===== src/rtl/intrapred_pkg.sv =====
// rtl/intrapred_pkg.sv - shared types and constants for the intra-prediction fetch path
package intrapred_pkg;

    typedef enum logic [2:0] {
        ST_IDLE   = 3'd0,
        ST_CORNER = 3'd1,
        ST_TOP    = 3'd2,
        ST_LEFT   = 3'd3,
        ST_BLOCK  = 3'd4,
        ST_DRAIN  = 3'd5,
        ST_VALID  = 3'd6
    } fetch_state_t;

    // Tag carried alongside each outstanding read: which capture bank it lands in.
    typedef enum logic [1:0] {
        PH_CORNER = 2'd0,
        PH_TOP    = 2'd1,
        PH_LEFT   = 2'd2,
        PH_BLOCK  = 2'd3
    } fetch_phase_t;

    // Value substituted for neighbours outside the frame.
    localparam logic [7:0] PIX_FILL = 8'd128;

endpackage


===== src/rtl/mb_fetch_tagpipe.sv =====
// rtl/mb_fetch_tagpipe.sv - read-tag delay line matching the frame-buffer latency
//  clk, reset      : clock, synchronous active-high clear (drops in-flight tags)
//  in_valid/phase/idx   : tag of the read issued this cycle
//  out_valid/phase/idx  : tag whose read data is on mem_rdata this cycle
module mb_fetch_tagpipe
    import intrapred_pkg::*;
#(
    parameter int DEPTH = 2,
    parameter int IDX_W = 4
) (
    input  logic             clk,
    input  logic             reset,
    input  logic             in_valid,
    input  fetch_phase_t     in_phase,
    input  logic [IDX_W-1:0] in_idx,
    output logic             out_valid,
    output fetch_phase_t     out_phase,
    output logic [IDX_W-1:0] out_idx
);

    typedef struct packed {
        logic             valid;
        fetch_phase_t     phase;
        logic [IDX_W-1:0] idx;
    } tag_t;

    tag_t pipe_q [DEPTH];
    tag_t pipe_d [DEPTH];

    always_comb begin
        pipe_d[0].valid = in_valid;
        pipe_d[0].phase = in_phase;
        pipe_d[0].idx   = in_idx;
        for (int i = 1; i < DEPTH; i++) begin
            pipe_d[i] = pipe_q[i-1];
        end
    end

    always_ff @(posedge clk) begin
        if (reset) begin
            for (int i = 0; i < DEPTH; i++) begin
                pipe_q[i] <= '0;
            end
        end else begin
            for (int i = 0; i < DEPTH; i++) begin
                pipe_q[i] <= pipe_d[i];
            end
        end
    end

    assign out_valid = pipe_q[DEPTH-1].valid;
    assign out_phase = pipe_q[DEPTH-1].phase;
    assign out_idx   = pipe_q[DEPTH-1].idx;

endmodule


===== src/rtl/mb_fetcher.sv =====
// rtl/mb_fetcher.sv - fetches one block plus top/left neighbours from the frame buffer
//  clk, reset                : clock, synchronous active-high reset
//  start, mbnumber           : fetch request (raster block index), sampled in IDLE
//  mem_rd_en/addr/rdata      : frame-buffer read port, fixed MEM_LATENCY
//  mb_pixels/top_pixels/left_pixels, top_avail/left_avail : fetched block and neighbours
//  mb_valid, mb_ready        : output handshake
//  busy, err                 : not-idle flag, 1-cycle out-of-range start pulse
module mb_fetcher
    import intrapred_pkg::*;
#(
    parameter int MB_NUMBER_BITS = 12,
    parameter int MB_SIZE        = 4,
    parameter int TOP_EXT        = 1,
    parameter int FRAME_W        = 176,
    parameter int FRAME_H        = 144,
    parameter int ADDR_BITS      = 16,
    parameter int MEM_LATENCY    = 2
) (
    input  logic                                   clk,
    input  logic                                   reset,
    input  logic                                   start,
    input  logic [MB_NUMBER_BITS:0]                mbnumber,
    output logic                                   mem_rd_en,
    output logic [ADDR_BITS-1:0]                   mem_addr,
    input  logic [7:0]                             mem_rdata,
    output logic [8*MB_SIZE*MB_SIZE-1:0]           mb_pixels,
    output logic [8*MB_SIZE*(1+TOP_EXT)-1:0]       top_pixels,
    output logic [8*(MB_SIZE+1)-1:0]               left_pixels,
    output logic                                   top_avail,
    output logic                                   left_avail,
    output logic                                   mb_valid,
    input  logic                                   mb_ready,
    output logic                                   busy,
    output logic                                   err
);

    localparam int N     = MB_SIZE;
    localparam int TW    = N * (1 + TOP_EXT);
    localparam int MBW   = MB_NUMBER_BITS + 1;
    localparam int IDX_W = $clog2(N * N);
    localparam int DW    = $clog2(MEM_LATENCY) + 1;
    localparam logic [MBW-1:0] BW_C    = MBW'(FRAME_W / N);
    localparam logic [MBW-1:0] TOTAL_C = MBW'((FRAME_W / N) * (FRAME_H / N));

    fetch_state_t             state_q, state_d;
    logic [IDX_W-1:0]         idx_q, idx_d;
    logic [DW-1:0]            drain_q, drain_d;
    logic [ADDR_BITS-1:0]     x0_q, x0_d, y0_q, y0_d;
    logic                     top_avail_q, top_avail_d;
    logic                     left_avail_q, left_avail_d;
    logic                     tr_ok_q, tr_ok_d;
    logic                     err_q, err_d;
    logic [8*N*N-1:0]         mb_q, mb_d;
    logic [8*TW-1:0]          top_q, top_d;
    logic [8*(N+1)-1:0]       left_q, left_d;

    logic [MBW-1:0]           mb_x, mb_y;
    logic                     start_ok;
    logic [IDX_W-1:0]         top_last;

    logic                     rd_en;
    fetch_phase_t             rd_phase;
    logic [ADDR_BITS-1:0]     row, col;

    logic                     tag_valid;
    fetch_phase_t             tag_phase;
    logic [IDX_W-1:0]         tag_idx;

    assign mb_x     = mbnumber % BW_C;
    assign mb_y     = mbnumber / BW_C;
    assign start_ok = (state_q == ST_IDLE) && start && (mbnumber < TOTAL_C);
    // Only issued top reads are counted; the top-right half is skipped at the right frame edge.
    assign top_last = tr_ok_q ? IDX_W'(2*N - 1) : IDX_W'(N - 1);

    always_comb begin
        state_d      = state_q;
        idx_d        = idx_q;
        drain_d      = drain_q;
        x0_d         = x0_q;
        y0_d         = y0_q;
        top_avail_d  = top_avail_q;
        left_avail_d = left_avail_q;
        tr_ok_d      = tr_ok_q;
        err_d        = 1'b0;
        case (state_q)
            ST_IDLE: begin
                if (start && !start_ok) begin
                    err_d = 1'b1;
                end else if (start_ok) begin
                    x0_d         = ADDR_BITS'(mb_x) * ADDR_BITS'(N);
                    y0_d         = ADDR_BITS'(mb_y) * ADDR_BITS'(N);
                    top_avail_d  = (mb_y != '0);
                    left_avail_d = (mb_x != '0);
                    tr_ok_d      = (TOP_EXT != 0) && (mb_x + MBW'(2) <= BW_C);
                    idx_d        = '0;
                    if (mb_y != '0 && mb_x != '0) state_d = ST_CORNER;
                    else if (mb_y != '0)          state_d = ST_TOP;
                    else if (mb_x != '0)          state_d = ST_LEFT;
                    else                          state_d = ST_BLOCK;
                end
            end
            ST_CORNER: begin
                idx_d   = '0;
                state_d = ST_TOP;
            end
            ST_TOP: begin
                if (idx_q == top_last) begin
                    idx_d   = '0;
                    state_d = left_avail_q ? ST_LEFT : ST_BLOCK;
                end else begin
                    idx_d = idx_q + 1'b1;
                end
            end
            ST_LEFT: begin
                if (idx_q == IDX_W'(N - 1)) begin
                    idx_d   = '0;
                    state_d = ST_BLOCK;
                end else begin
                    idx_d = idx_q + 1'b1;
                end
            end
            ST_BLOCK: begin
                if (idx_q == IDX_W'(N*N - 1)) begin
                    idx_d   = '0;
                    drain_d = DW'(MEM_LATENCY - 1);
                    state_d = ST_DRAIN;
                end else begin
                    idx_d = idx_q + 1'b1;
                end
            end
            ST_DRAIN: begin
                if (drain_q == '0) state_d = ST_VALID;
                else               drain_d = drain_q - 1'b1;
            end
            ST_VALID: begin
                if (mb_ready) state_d = ST_IDLE;
            end
            default: state_d = ST_IDLE;
        endcase
    end

    always_comb begin
        rd_en    = 1'b0;
        rd_phase = PH_BLOCK;
        row      = y0_q;
        col      = x0_q;
        case (state_q)
            ST_CORNER: begin
                rd_en    = 1'b1;
                rd_phase = PH_CORNER;
                row      = y0_q - ADDR_BITS'(1);
                col      = x0_q - ADDR_BITS'(1);
            end
            ST_TOP: begin
                rd_en    = 1'b1;
                rd_phase = PH_TOP;
                row      = y0_q - ADDR_BITS'(1);
                col      = x0_q + ADDR_BITS'(idx_q);
            end
            ST_LEFT: begin
                rd_en    = 1'b1;
                rd_phase = PH_LEFT;
                row      = y0_q + ADDR_BITS'(idx_q);
                col      = x0_q - ADDR_BITS'(1);
            end
            ST_BLOCK: begin
                rd_en    = 1'b1;
                rd_phase = PH_BLOCK;
                row      = y0_q + ADDR_BITS'(idx_q / IDX_W'(N));
                col      = x0_q + ADDR_BITS'(idx_q % IDX_W'(N));
            end
            default: ;
        endcase
    end

    mb_fetch_tagpipe #(
        .DEPTH (MEM_LATENCY),
        .IDX_W (IDX_W)
    ) u_tagpipe (
        .clk       (clk),
        .reset     (reset),
        .in_valid  (rd_en),
        .in_phase  (rd_phase),
        .in_idx    (idx_q),
        .out_valid (tag_valid),
        .out_phase (tag_phase),
        .out_idx   (tag_idx)
    );

    // Neighbours are pre-filled at start; reads that are actually issued overwrite the fill.
    always_comb begin
        mb_d   = mb_q;
        top_d  = top_q;
        left_d = left_q;
        if (start_ok) begin
            top_d  = {TW{PIX_FILL}};
            left_d = {(N+1){PIX_FILL}};
        end
        if (tag_valid) begin
            case (tag_phase)
                PH_CORNER: left_d[7:0] = mem_rdata;
                PH_TOP: begin
                    top_d[8*int'(tag_idx) +: 8] = mem_rdata;
                    // Top-right beyond the frame edge replicates the last in-frame top pixel.
                    if (TOP_EXT != 0 && !tr_ok_q && tag_idx == IDX_W'(N - 1)) begin
                        for (int j = N; j < TW; j++) begin
                            top_d[8*j +: 8] = mem_rdata;
                        end
                    end
                end
                PH_LEFT:  left_d[8*(int'(tag_idx) + 1) +: 8] = mem_rdata;
                PH_BLOCK: mb_d[8*int'(tag_idx) +: 8] = mem_rdata;
                default: ;
            endcase
        end
    end

    always_ff @(posedge clk) begin
        if (reset) begin
            state_q      <= ST_IDLE;
            idx_q        <= '0;
            drain_q      <= '0;
            x0_q         <= '0;
            y0_q         <= '0;
            top_avail_q  <= 1'b0;
            left_avail_q <= 1'b0;
            tr_ok_q      <= 1'b0;
            err_q        <= 1'b0;
            mb_q         <= '0;
            top_q        <= '0;
            left_q       <= '0;
        end else begin
            state_q      <= state_d;
            idx_q        <= idx_d;
            drain_q      <= drain_d;
            x0_q         <= x0_d;
            y0_q         <= y0_d;
            top_avail_q  <= top_avail_d;
            left_avail_q <= left_avail_d;
            tr_ok_q      <= tr_ok_d;
            err_q        <= err_d;
            mb_q         <= mb_d;
            top_q        <= top_d;
            left_q       <= left_d;
        end
    end

    assign mem_rd_en   = rd_en;
    assign mem_addr    = rd_en ? (row * ADDR_BITS'(FRAME_W) + col) : '0;
    assign mb_pixels   = mb_q;
    assign top_pixels  = top_q;
    assign left_pixels = left_q;
    assign top_avail   = top_avail_q;
    assign left_avail  = left_avail_q;
    assign mb_valid    = (state_q == ST_VALID);
    assign busy        = (state_q != ST_IDLE);
    assign err         = err_q;

endmodule


===== config.mk =====
export PLATFORM = sky130hd
export DESIGN_NAME = mb_fetcher
export DESIGN_NICKNAME = d
export VERILOG_FILES = /design/src/rtl/intrapred_pkg.sv /design/src/rtl/mb_fetch_tagpipe.sv /design/src/rtl/mb_fetcher.sv
export SDC_FILE = /design/constraint.sdc
export NUM_CORES = 1
export LEC_CHECK = 0
export BUFFER_PORTS_ARGS = -buffer_cell sky130_fd_sc_hd__clkbuf_2
export CORE_MARGIN = 1
export CORE_UTILIZATION = 50
export CTS_CLUSTER_SIZE = 28
export DETAILED_ROUTE_END_ITERATION = 8
export HOLD_SLACK_MARGIN = 0.02
export PLACE_DENSITY = 0.73
export SKIP_LAST_GASP = 1
export SLEW_MARGIN = 5
export SYNTH_ARGS = -nofsm -noshare
export SYNTH_HDL_FRONTEND = slang
export SYNTH_SLANG_ARGS = --single-unit

===== constraint.sdc =====
create_clock -name clk -period 7.4 [get_ports clk]
set_input_delay 1.11 -clock clk [delete_from_list [all_inputs] [get_ports clk]]
set_output_delay 1.11 -clock clk [all_outputs]
set_load 0.02 [all_outputs]

# Word-level counts from Yosys, hierarchy flattened

Memory sizes are Yosys's and may differ from the RTL's.
Index checks and enable logic that the tools add are counted.

$add $sub $neg: 13
Order comparisons: 2
Muxes and demuxes: 44
Shifts and indexed selects: 6
Divide/modulo/power cells: 2
$mul: 1
Bitwise gates (word level): 4
Equality and inequality tests: 21
Reduce and logical (&&, ||, !) cells: 24

Operators with widths:

| cell                                                                      | number |
|---|---|
| 64-bit 2-to-1 mux                                                         | 3 |
| 128-bit bitwise mux                                                       | 1 |
| 8-bit by 33-bit variable shift with 128-bit output (first input constant) | 1 |
| 8-bit by 33-bit indexed part select with 128-bit output                   | 1 |
| 16-bit one-hot mux with 3 select lines                                    | 2 |
| 40-bit 2-to-1 mux                                                         | 2 |
| 64-bit bitwise mux                                                        | 1 |
| 32-bit 2-to-1 mux                                                         | 2 |
| 8-bit by 33-bit variable shift with 64-bit output (first input constant)  | 1 |
| 8-bit by 33-bit indexed part select with 64-bit output                    | 1 |
| 40-bit bitwise mux                                                        | 1 |
| 8-bit by 33-bit variable shift with 40-bit output (first input constant)  | 1 |
| 8-bit by 33-bit indexed part select with 40-bit output                    | 1 |
| 3-bit 2-to-1 mux                                                          | 12 |
| 7-bit negation with 33-bit output                                         | 1 |
| 8-bit negation with 33-bit output                                         | 1 |
| 15-bit by 2-bit adder with 16-bit output                                  | 2 |
| 15-bit by 4-bit adder with 16-bit output                                  | 2 |
| 15-bit by 1-bit subtractor with 16-bit output (second input constant)     | 2 |
| 13-bit nonzero test                                                       | 2 |
| 3-bit one-hot mux with 7 select lines                                     | 1 |
| 4-bit 2-to-1 mux                                                          | 5 |
| 4-bit one-hot mux with 5 select lines                                     | 1 |
| 16-bit adder                                                              | 1 |
| 40 further kinds                                                          | 69 |

Register bits: 271
Output and inout bits: 254
Memories kept: 1
Logic and storage cells: 130
RAM bits: 14
Input bits: 25

Memories:

| memory           | words | width | read ports | clocked after Yosys merged registers in | wr ports | RTL line               | text |
|---|---|---|---|---|---|---|---|
| u_tagpipe.pipe_q | 2     | 7     | 2          | 0                                       | 2        | mb_fetch_tagpipe.sv:27 | `tag_t pipe_q [DEPTH];` |

# Longest topological paths before layout

Gate-level depths: netlist of the first run.

Depth in word-level cells: 8
Gate-level depth with buffers: 23
Mapped depth without buffers: 22

# Hierarchy

A second synthesis of the first run with hierarchy kept.

Cells, all modules: 2027
Area total of the unflattened synthesis: 15628.7 µm²

By module, submodules not included:

| module           | cells each | area an instance (µm²) | seq. area each (µm²) | times used |
|---|---|---|---|---|
| mb_fetcher       | 1998       | 15220.8                | 5325.1               | 1 |
| mb_fetch_tagpipe | 29         | 407.9                  | 280.3                | 1 |

# Least setup slack after synthesis of the first run

OpenSTA, ideal clock, no wires.

Path kind: input-to-reg
From: in mbnumber[11]
To: reg state_q[1]
Arrival: 5455 ps
Cell stages on the path: 20
Setup slack: 1817 ps
Path buffers: 3
Required time: 7272 ps
Library setup time: 128 ps
Cells stage by stage: buf_2 > buf_6 > buf_2 > o22ai_1 > nand4_1 > o221a_2 > and2_1 > or3_1 > nand2_1 > mux4_2 > a21boi_4 > a2111oi_2 > o221a_2 > o32ai_1 > or4b_1 > a21oi_2 > ha_1 > a32oi_1 > o221a_2 > nor2_1

Cells in the longest elaborated chain, start to end: 8
Elaborated cells on any way between the ends: 18
Classes of those cells: 2 x div; 1 x order compare; 2 x eq/ne; 6 x mux; 7 x reduce/logical

RTL lines:

| item                                              | RTL line                           | text |
|---|---|---|
| start, declared                                   | mb_fetcher.sv:22                   | `input logic [MB_NUMBER_BITS:0] mbnumber,` |
| 13-bit by 6-bit remainder unit with 13-bit output | mb_fetcher.sv:69                   | `assign mb_x = mbnumber % BW_C;` |
| 13-bit nonzero test                               | mb_fetcher.sv:96, mb_fetcher.sv:98 |  |
| 3-bit 2-to-1 mux                                  | mb_fetcher.sv:98                   | `else if (mb_x != '0) state_d = ST_LEFT;` |
| 3-bit 2-to-1 mux                                  | mb_fetcher.sv:97                   | `else if (mb_y != '0) state_d = ST_TOP;` |
| 3-bit 2-to-1 mux                                  | mb_fetcher.sv:96                   | `if (mb_y != '0 && mb_x != '0) state_d = ST_CORNER;` |
| 3-bit 2-to-1 mux                                  | mb_fetcher.sv:89                   | `end else if (start_ok) begin` |
| 3-bit 2-to-1 mux                                  | mb_fetcher.sv:87                   | `if (start && !start_ok) begin` |
| 3-bit one-hot mux with 7 select lines             | mb_fetcher.sv:85                   | `case (state_q)` |
| end signal, assigned                              | mb_fetcher.sv:233                  | `state_q <= state_d;` |
| end, declared                                     | mb_fetcher.sv:45                   | `fetch_state_t state_q, state_d;` |

Parallel ways exist; a longest one is shown, timed or not. The select of a mux whose other input is x is not followed.
A chain may end at the register's enable or synchronous reset.

# Worst setup path in the final report of the first run

From: reg idx_q[2]
To: out mem_addr[15]

Cells in the longest elaborated chain, start to end: 5
Elaborated cells on any way between the ends: 8
Classes of those cells: 4 x add/sub; 1 x mul; 3 x mux

RTL lines:

| item                                                                                                        | RTL line                             | text |
|---|---|---|
| start, declared                                                                                             | mb_fetcher.sv:46                     | `logic [IDX_W-1:0] idx_q, idx_d;` |
| start signal, assigned                                                                                      | mb_fetcher.sv:234                    | `idx_q <= idx_d;` |
| 15-bit by 2-bit adder with 16-bit output / 15-bit by 4-bit adder with 16-bit output (equally long branches) | mb_fetcher.sv:169, mb_fetcher.sv:163 |  |
| 16-bit one-hot mux with 3 select lines                                                                      | mb_fetcher.sv:147                    | `case (state_q)` |
| 16-bit by 4-bit multiplier with 12-bit output                                                               | mb_fetcher.sv:249                    | `assign mem_addr = rd_en ? (row * ADDR_BITS'(FRAME_W) + col) : '0;` |
| 16-bit adder *                                                                                              | mb_fetcher.sv:249                    |  |
| 16-bit 2-to-1 mux *                                                                                         | mb_fetcher.sv:249                    |  |
| end, declared                                                                                               | mb_fetcher.sv:24                     | `output logic [ADDR_BITS-1:0] mem_addr,` |

Every way passes the cells marked *; elsewhere a longest branch is shown, timed or not.

==> flow_summary.json, run 1 <==
{
  "utilization_pct": 58.65,
  "synth_compound_area_share_pct": 19.78,
  "yosys.area_share.adder_pct": 5.381,
  "syn_inst": 1968,
  "fp.dieW_um": 177.9,
  "clkSlewWorstSetupHoldPaths_ps": 60,
  "yosys.area_share.simple_pct": 24.47,
  "worstPathArrival_ps": 5630,
  "synth_edf_count": 0,
  "grt_pass1_vias": 13309,
  "power.density_mw_per_mm2": 266.5,
  "yosys.area_share.xor_xnor_pct": 3.091,
  "syn2layout_area_growth_pct": 15.72,
  "postRouteAntennaNets": 0,
  "yosysWarningCount": 0,
  "setup_viol_count_final": 0,
  "diodes": 0,
  "ys.flop_type": "dfxtp_1",
  "cts_setup_buffers": 0,
  "min_path_type": "register to register",
  "crit_top_cell": "a21oi_1",
  "synth_top_family_by_area": "simple AND/OR/NAND/NOR gates",
  "root_buffer": "clkbuf_16",
  "core.rowCount": 64,
  "worstMarginPinSlew_ps": 1061,
  "cts_resized": 0,
  "min_period_over_period_pct": 91.11,
  "synthDistinctLibCells": 99,
  "postSynthAreaPerCell_um2": 7.858,
  "critPathKind": "register to output port",
  "cts_hold_buf": 0,
  "status": "finished clean",
  "gp_congestion": 0.9411,
  "clock-sinks": 280,
  "cp.required_ps": 6290,
  "hpwlAfterDp_mm": 33.35,
  "max-slew-margin-rel_pct": 29.02,
  "drt_first_pass_iters": 5,
  "cts_tree": "done",
  "path_cells": "ha_1 -> fa_1 -> nor2_1 -> a21oi_1 -> a21oi_1 -> o21ai_0 -> ha_1 -> fa_1 -> ha_1 -> a21oi_1 -> o21ai_0 -> a21oi_1 -> xnor2_1 -> ha_1 -> inv_1 -> o21bai_1 -> a21oi_1 -> o21bai_1 -> a21oi_1 -> xnor2_1 -> and2_1 -> clkbuf_2",
  "cp_slowest_cell": "fa_1",
  "irDropWorstVdd_mv": 0.1666,
  "endpoint_kind": "output port",
  "fin_crit_ps": 6742,
  "pwr-share-seq_pct": 33.1,
  "combinationalPowerShare_pct": 35.8,
  "wl_mm": 47.02,
  "max_freq_mhz": 148.3,
  "fin_nets": 2240,
  "portBuffers": 278,
  "die_y_um": 177.9,
  "max_stage_delay_ps": 480,
  "p_sw_mw": 1.682,
  "fp.dieArea_mm2": 0.03163,
  "drc": 0,
  "async_flop_share_pct": 0,
  "coreArea_mm2": 0.03051,
  "top_level_ports": 279,
  "grt_pass1_wl_mm": 72.71,
  "synth.cell_area_mm2": 0.01546,
  "seq_area_frac_synth_pct": 36.25,
  "synthMuxAreaShare_pct": 5.947,
  "drv_cap": 0,
  "num_vias": 15023,
  "clkPwrFrac_pct": 31.1,
  "fin_skew_ps": 13.24,
  "internal-power_mw": 3.086,
  "cts-buffers-inserted": 30,
  "viasPerCell": 5.841,
  "layout-drive-gt1-share_pct": 17.69,
  "synth-seq-cells": 280,
  "setup.worst_path.start_class": "register",
  "fin_tns_setup_ps": 0,
  "synth_nets": 2052,
  "cts-htree-levels": 1,
  "grt_overflow_total": 0,
  "avgRoutedWirePerCell_um": 18.28,
  "initial_core_util_pct": 50.68,
  "drt-initial-drc-count": 1259,
  "globalRouteTotalUtil_pct": 28.60,
  "leakage_nw": 7.343,
  "p_sw_share_pct": 35.27,
  "rsz0062_at_grt": "false",
  "hold_viol": 0,
  "antenna_found_initial": 0,
  "grt_start_max_net_pins": 181,
  "worstSkewPairLatency_ps": 550,
  "critical_path.max_fanout": 9,
  "slew_viol_final": 0,
  "clock_path_buffers": 3
}
## critical path: cells and delay by family, from the launching register on
family                   cells  cell delay, ps
adder cells (fa/ha/maj)      6            2160
AO/OA/AOI/OAI               10            1730
flip-flops                   1             420
XOR/XNOR                     2             330
buffers and inverters        2             250
AND/OR/NAND/NOR              2             200
## power groups by stage
| stage | combinational [mW] | clock, mW | sequential [mW] |
|---|---|---|---|
| 6_report | 1.71 | 1.48 | 1.58 |
| 5_1_grt | 1.92 | 1.56 | 1.58 |
| 4_1_cts | 1.71 | 1.49 | 1.58 |
| 3_5_place_dp | 1.70 | 0 | 1.61 |
| 3_3_place_gp | 1.66 | 0 | 1.61 |
| 2_1_floorplan | 1.34 | 0 | 1.61 |
## stage by stage
step	hold WS (ps)	power [mW]	std cells	setup slack (ps)	cell area (µm²)
global placement	423.9	3.270	2520	1215	16930
detailed placement	429.4	3.309	2520	1086	16930
finish	437.3	4.768	2572	657.9	17890
global route	462.1	5.064	2572	206.7	17890
CTS	441.4	4.784	2572	628.8	17890
floorplan	413.8	2.952	1968	1817	15460
## logic make-up (layout without fill, tap and decap cells)
group	after synthesis	in the layout
DFF	280	280
buffers and inverters	193	401
AOI/OAI and AO/OA	463	463
adders and majority gates	60	60
muxes	90	90
and+or+nand+nor	830	830
xor gates and xnor gates	52	52
## synth_stat cells (13+ instances only)
master / number / share of area [%]
xnor2_1: 34 / 1.9
nor3_1: 73 / 2.4
a32oi_1: 26 / 1.5
and2_1: 35 / 1.4
nor2b_1: 20 / 0.81
ha_1: 48 / 3.9
o31ai_1: 14 / 0.68
nand2_1: 159 / 3.9
a211oi_1: 26 / 1.3
a21oi_1: 203 / 6.6
a21o_1: 13 / 0.63
nand3_1: 56 / 1.8
xor2_1: 16 / 0.91
inv_1: 53 / 1.3
a22oi_1: 20 / 0.97
o21ai_0: 41 / 1.3
dfxtp_1: 280 / 36
mux2i_1: 84 / 5.4
nand2b_1: 14 / 0.57
clkbuf_1: 113 / 2.7
nor2_1: 384 / 9.3
and3_1: 16 / 0.65
a31oi_1: 20 / 0.81
## sequential cells by signal (all words and copies together) (netlist names), 2 cells and up
name              flops
drain_q               2
left_pixels          40
u_tagpipe.pipe_q     14
mb_pixels           128
x0_q                 13
top_pixels           64
state_q               3
idx_q                 4
y0_q                  8
## routing by layer
metal	GRT usage [%]	vias up	wire [µm]
li1	-	7267	-
met1	38.94	7038	20570
met2	43.87	616	20750
met3	6.705	102	4092
met4	10.22	0	1609
met5	0	-	0
## area by class of cell
| type | instances | area, µm² |
|---|---|---|
| multi-input combinational | 1495 | 9089 |
| clock buffer | 46 | 912.1 |
| sequential | 280 | 5605 |
| inverter | 56 | 210.2 |
| tap | 396 | 495.5 |
| fill | 2827 | 12610 |
| clock inverter | 6 | 57.56 |
| timing repair buffer | 293 | 1525 |
## path summary, 6_finish.rpt
kind                                              from                      to  slack (ps)  depth (start not counted)
worst max-delay path                          idx_q[2]            mem_addr[15]         660                         22
worst min-delay path            u_tagpipe.pipe_q[0][2]  u_tagpipe.pipe_q[0][9]         440                          1
worst max register to register  u_tagpipe.pipe_q[0][7]           mb_pixels[41]        3400                          9
worst min register to register  u_tagpipe.pipe_q[0][2]  u_tagpipe.pipe_q[0][9]         440                          1
## cells in the final DEF, fill, tap and decap left out, types with 5 or more instances in the layout
cell type and n:
clkbuf_2 277, nand2_1 159, nor3_1 73, nand3_1 56
nand4_1 9, fa_1 11, mux2_2 5, clkbuf_16 31
nor3b_1 7, a21oi_1 203, buf_4 14, nand2b_1 14
xnor2_1 34, a22oi_1 20, a31oi_1 20, or3_1 12
o21bai_1 11, o21a_1 7, o211ai_1 10, o31ai_1 14
a21o_1 13, o22ai_1 12, o21ai_0 41, and2_1 35
clkbuf_8 9, or2_2 7, and3_1 16, a32oi_1 26
nor2b_1 19, mux2i_1 84, a211oi_1 26, ha_1 48
nor2_1 383, clkbuf_1 7, dfxtp_1 280, inv_1 53
xor2_1 16
Note: power is estimated with default switching activity, not from simulation.
==> run 2, diff against run 1 <==
--- a/config.mk
+++ b/config.mk
@@ -12,6 +12,7 @@
 export DETAILED_ROUTE_END_ITERATION = 8
 export HOLD_SLACK_MARGIN = 0.02
 export PLACE_DENSITY = 0.73
+export RECOVER_POWER = 50
 export SKIP_LAST_GASP = 1
 export SLEW_MARGIN = 5
 export SYNTH_ARGS = -nofsm -noshare
==> run 2 against run 1 <==
Net effect:
- the flow now finishes with violations (max-capacitance violations, max-slew violations)
- via count fell by 0.28%
- utilization fell by 1.0 points
- register-to-register slack got worse by 130 ps
==> flow_summary.json, run 2 (synthesis gave the netlist of run 1 again) <==
{
  "status": "finished with violations",
  "violations": "max-capacitance violations, max-slew violations",
  "clock_path_buffers": 3,
  "power.density_mw_per_mm2": 270.8,
  "pre_cts_ws_ps": 1086,
  "r2r-end": "mb_pixels[41]",
  "hold_viol": 0,
  "cts_hold_buf": 0,
  "utilization_pct": 57.61,
  "diodes": 0,
  "worstMarginPinSlew_ps": 4147,
  "setup.worst_path.start_class": "register",
  "totalPowerFinal_mw": 4.760,
  "grt_pass1_vias": 13309,
  "cts-htree-levels": 1,
  "cts_tree": "done",
  "cp.required_ps": 6290,
  "placed_area_mm2": 0.01693,
  "wl_mm": 47.06,
  "placedCellCount": 2520,
  "hp-start": "u_tagpipe.pipe_q[0][2]",
  "clock-sinks": 280,
  "cts_resized": 0,
  "cts_setup_buffers": 0,
  "postRouteAntennaNets": 0,
  "fin_nets": 2240,
  "die_y_um": 177.9,
  "hold-worst-slack_ps": 435.9,
  "hpwlAfterDp_mm": 33.35,
  "grt_start_max_net_pins": 181,
  "holdPathEnd": "u_tagpipe.pipe_q[0][9]",
  "drt-initial-drc-count": 1291,
  "viasPerCell": 5.825,
  "final_cells": 2572,
  "fp.dieArea_mm2": 0.03163,
  "drt_first_pass_iters": 5,
  "syn2layout_area_growth_pct": 13.66,
  "worstPathArrival_ps": 5630,
  "fin_crit_ps": 6738,
  "rsz0062_at_grt": "false",
  "globalRouteTotalUtil_pct": 28.60,
  "avgRoutedWirePerCell_um": 18.30,
  "wl_met3_mm": 4.082,
  "top_level_ports": 279,
  "fp.dieW_um": 177.9,
  "endpoint_kind": "output port",
  "leakage_nw": 6.519,
  "drc": 0,
  "layout-drive-gt1-share_pct": 6.847,
  "fin_tns_setup_ps": 0,
  "cts-buffers-inserted": 30,
  "max_freq_mhz": 148.4,
  "critPathKind": "register to output port",
  "holdPathStages": 1,
  "final_area_mm2": 0.01758,
  "slew_viol_final": 277,
  "root_buffer": "clkbuf_16",
  "min_period_over_period_pct": 91.06,
  "min_path_type": "register to register",
  "layout_commonest_cell": "nor2_1",
  "antenna_found_initial": 0,
  "final_cell_mix": "nor2_1 (383), dfxtp_1 (280), clkbuf_1 (243)",
  "fin_skew_ps": 16.56,
  "reg2reg_from": "u_tagpipe.pipe_q[0][7]",
  "worstSkewPairLatency_ps": 550,
  "grt_pass1_wl_mm": 72.71,
  "initial_core_util_pct": 50.68,
  "coreArea_mm2": 0.03051,
  "max-slew-margin-rel_pct": -176.5,
  "topRoutingLayerUsed": "met4",
  "irDropWorstVdd_mv": 0.1672,
  "ff2ff_setup_slack_ps": 3270,
  "reg2regPathDepth": 9,
  "clkSlewWorstSetupHoldPaths_ps": 60,
  "gp_congestion": 0.9411,
  "num_vias": 14981,
  "portBuffers": 278,
  "drv_cap": 2,
  "met1_length_mm": 20.58,
  "setup_viol_count_final": 0,
  "largest_reg_flops": 128,
  "core.rowCount": 64,
  "wl_met2_mm": 20.72,
  "grt_overflow_total": 0,
  "fin_ws_ps": 661.6,
  "critical_path.max_fanout": 9
}
==> run 2: cell counts in the layout (fill, tap and decap cells not counted) <==
No cell type changed its count.
==> run 2: area by class of cell <==
type | instances | area, µm²
Sequential cell | 280 | 5605
Timing Repair Buffer | 293 | 1206
Fill cell | 2941 | 12930
Inverter | 56 | 210.2
Clock inverter | 6 | 57.56
Multi-Input combinational cell | 1495 | 9089
Clock buffer | 46 | 912.1
Tap cell | 396 | 495.5
==> run 2: power by group <==
part	switching (mW)	internal [mW]
clock network	0.608	0.873
logic	1.03	0.665
registers	0.0363	1.54
total	1.68	3.08
==> run 2: worst max-delay path by stage <==
stage                       startpoint       endpoint  slack, ps  depth (start not counted)
after CTS                     idx_q[2]   mem_addr[15]        630                         22
final                         idx_q[2]   mem_addr[15]        660                         22
after global routing             reset  mb_pixels[17]        160                          3
after detailed placement  mbnumber[10]     state_q[1]       1090                         19
after floorplan           mbnumber[11]     state_q[1]       1820                         20
after global placement    mbnumber[10]     state_q[1]       1220                         19
==> run 2: routing by layer <==
layer | vias to the layer above | global-route usage [%]
met5 | - | 0
met4 | 0 | 10.22
met3 | 107 | 6.705
met2 | 595 | 43.87
met1 | 7015 | 38.94
li1 | 7264 | -
==> run 2: worst max-delay path, cell delays in order, from the launching register on <==
cell      delay (ps)
dfxtp_1          410
ha_1             280
fa_1             480
nor2_1            40
a21oi_1          130
a21oi_1           70
o21ai_0          390
ha_1             330
fa_1             460
ha_1             350
a21oi_1          220
o21ai_0          110
a21oi_1          230
xnor2_1          150
ha_1             260
inv_1             90
o21bai_1          80
a21oi_1          230
o21bai_1          90
a21oi_1          180
xnor2_1          180
and2_1           160
clkbuf_2         160
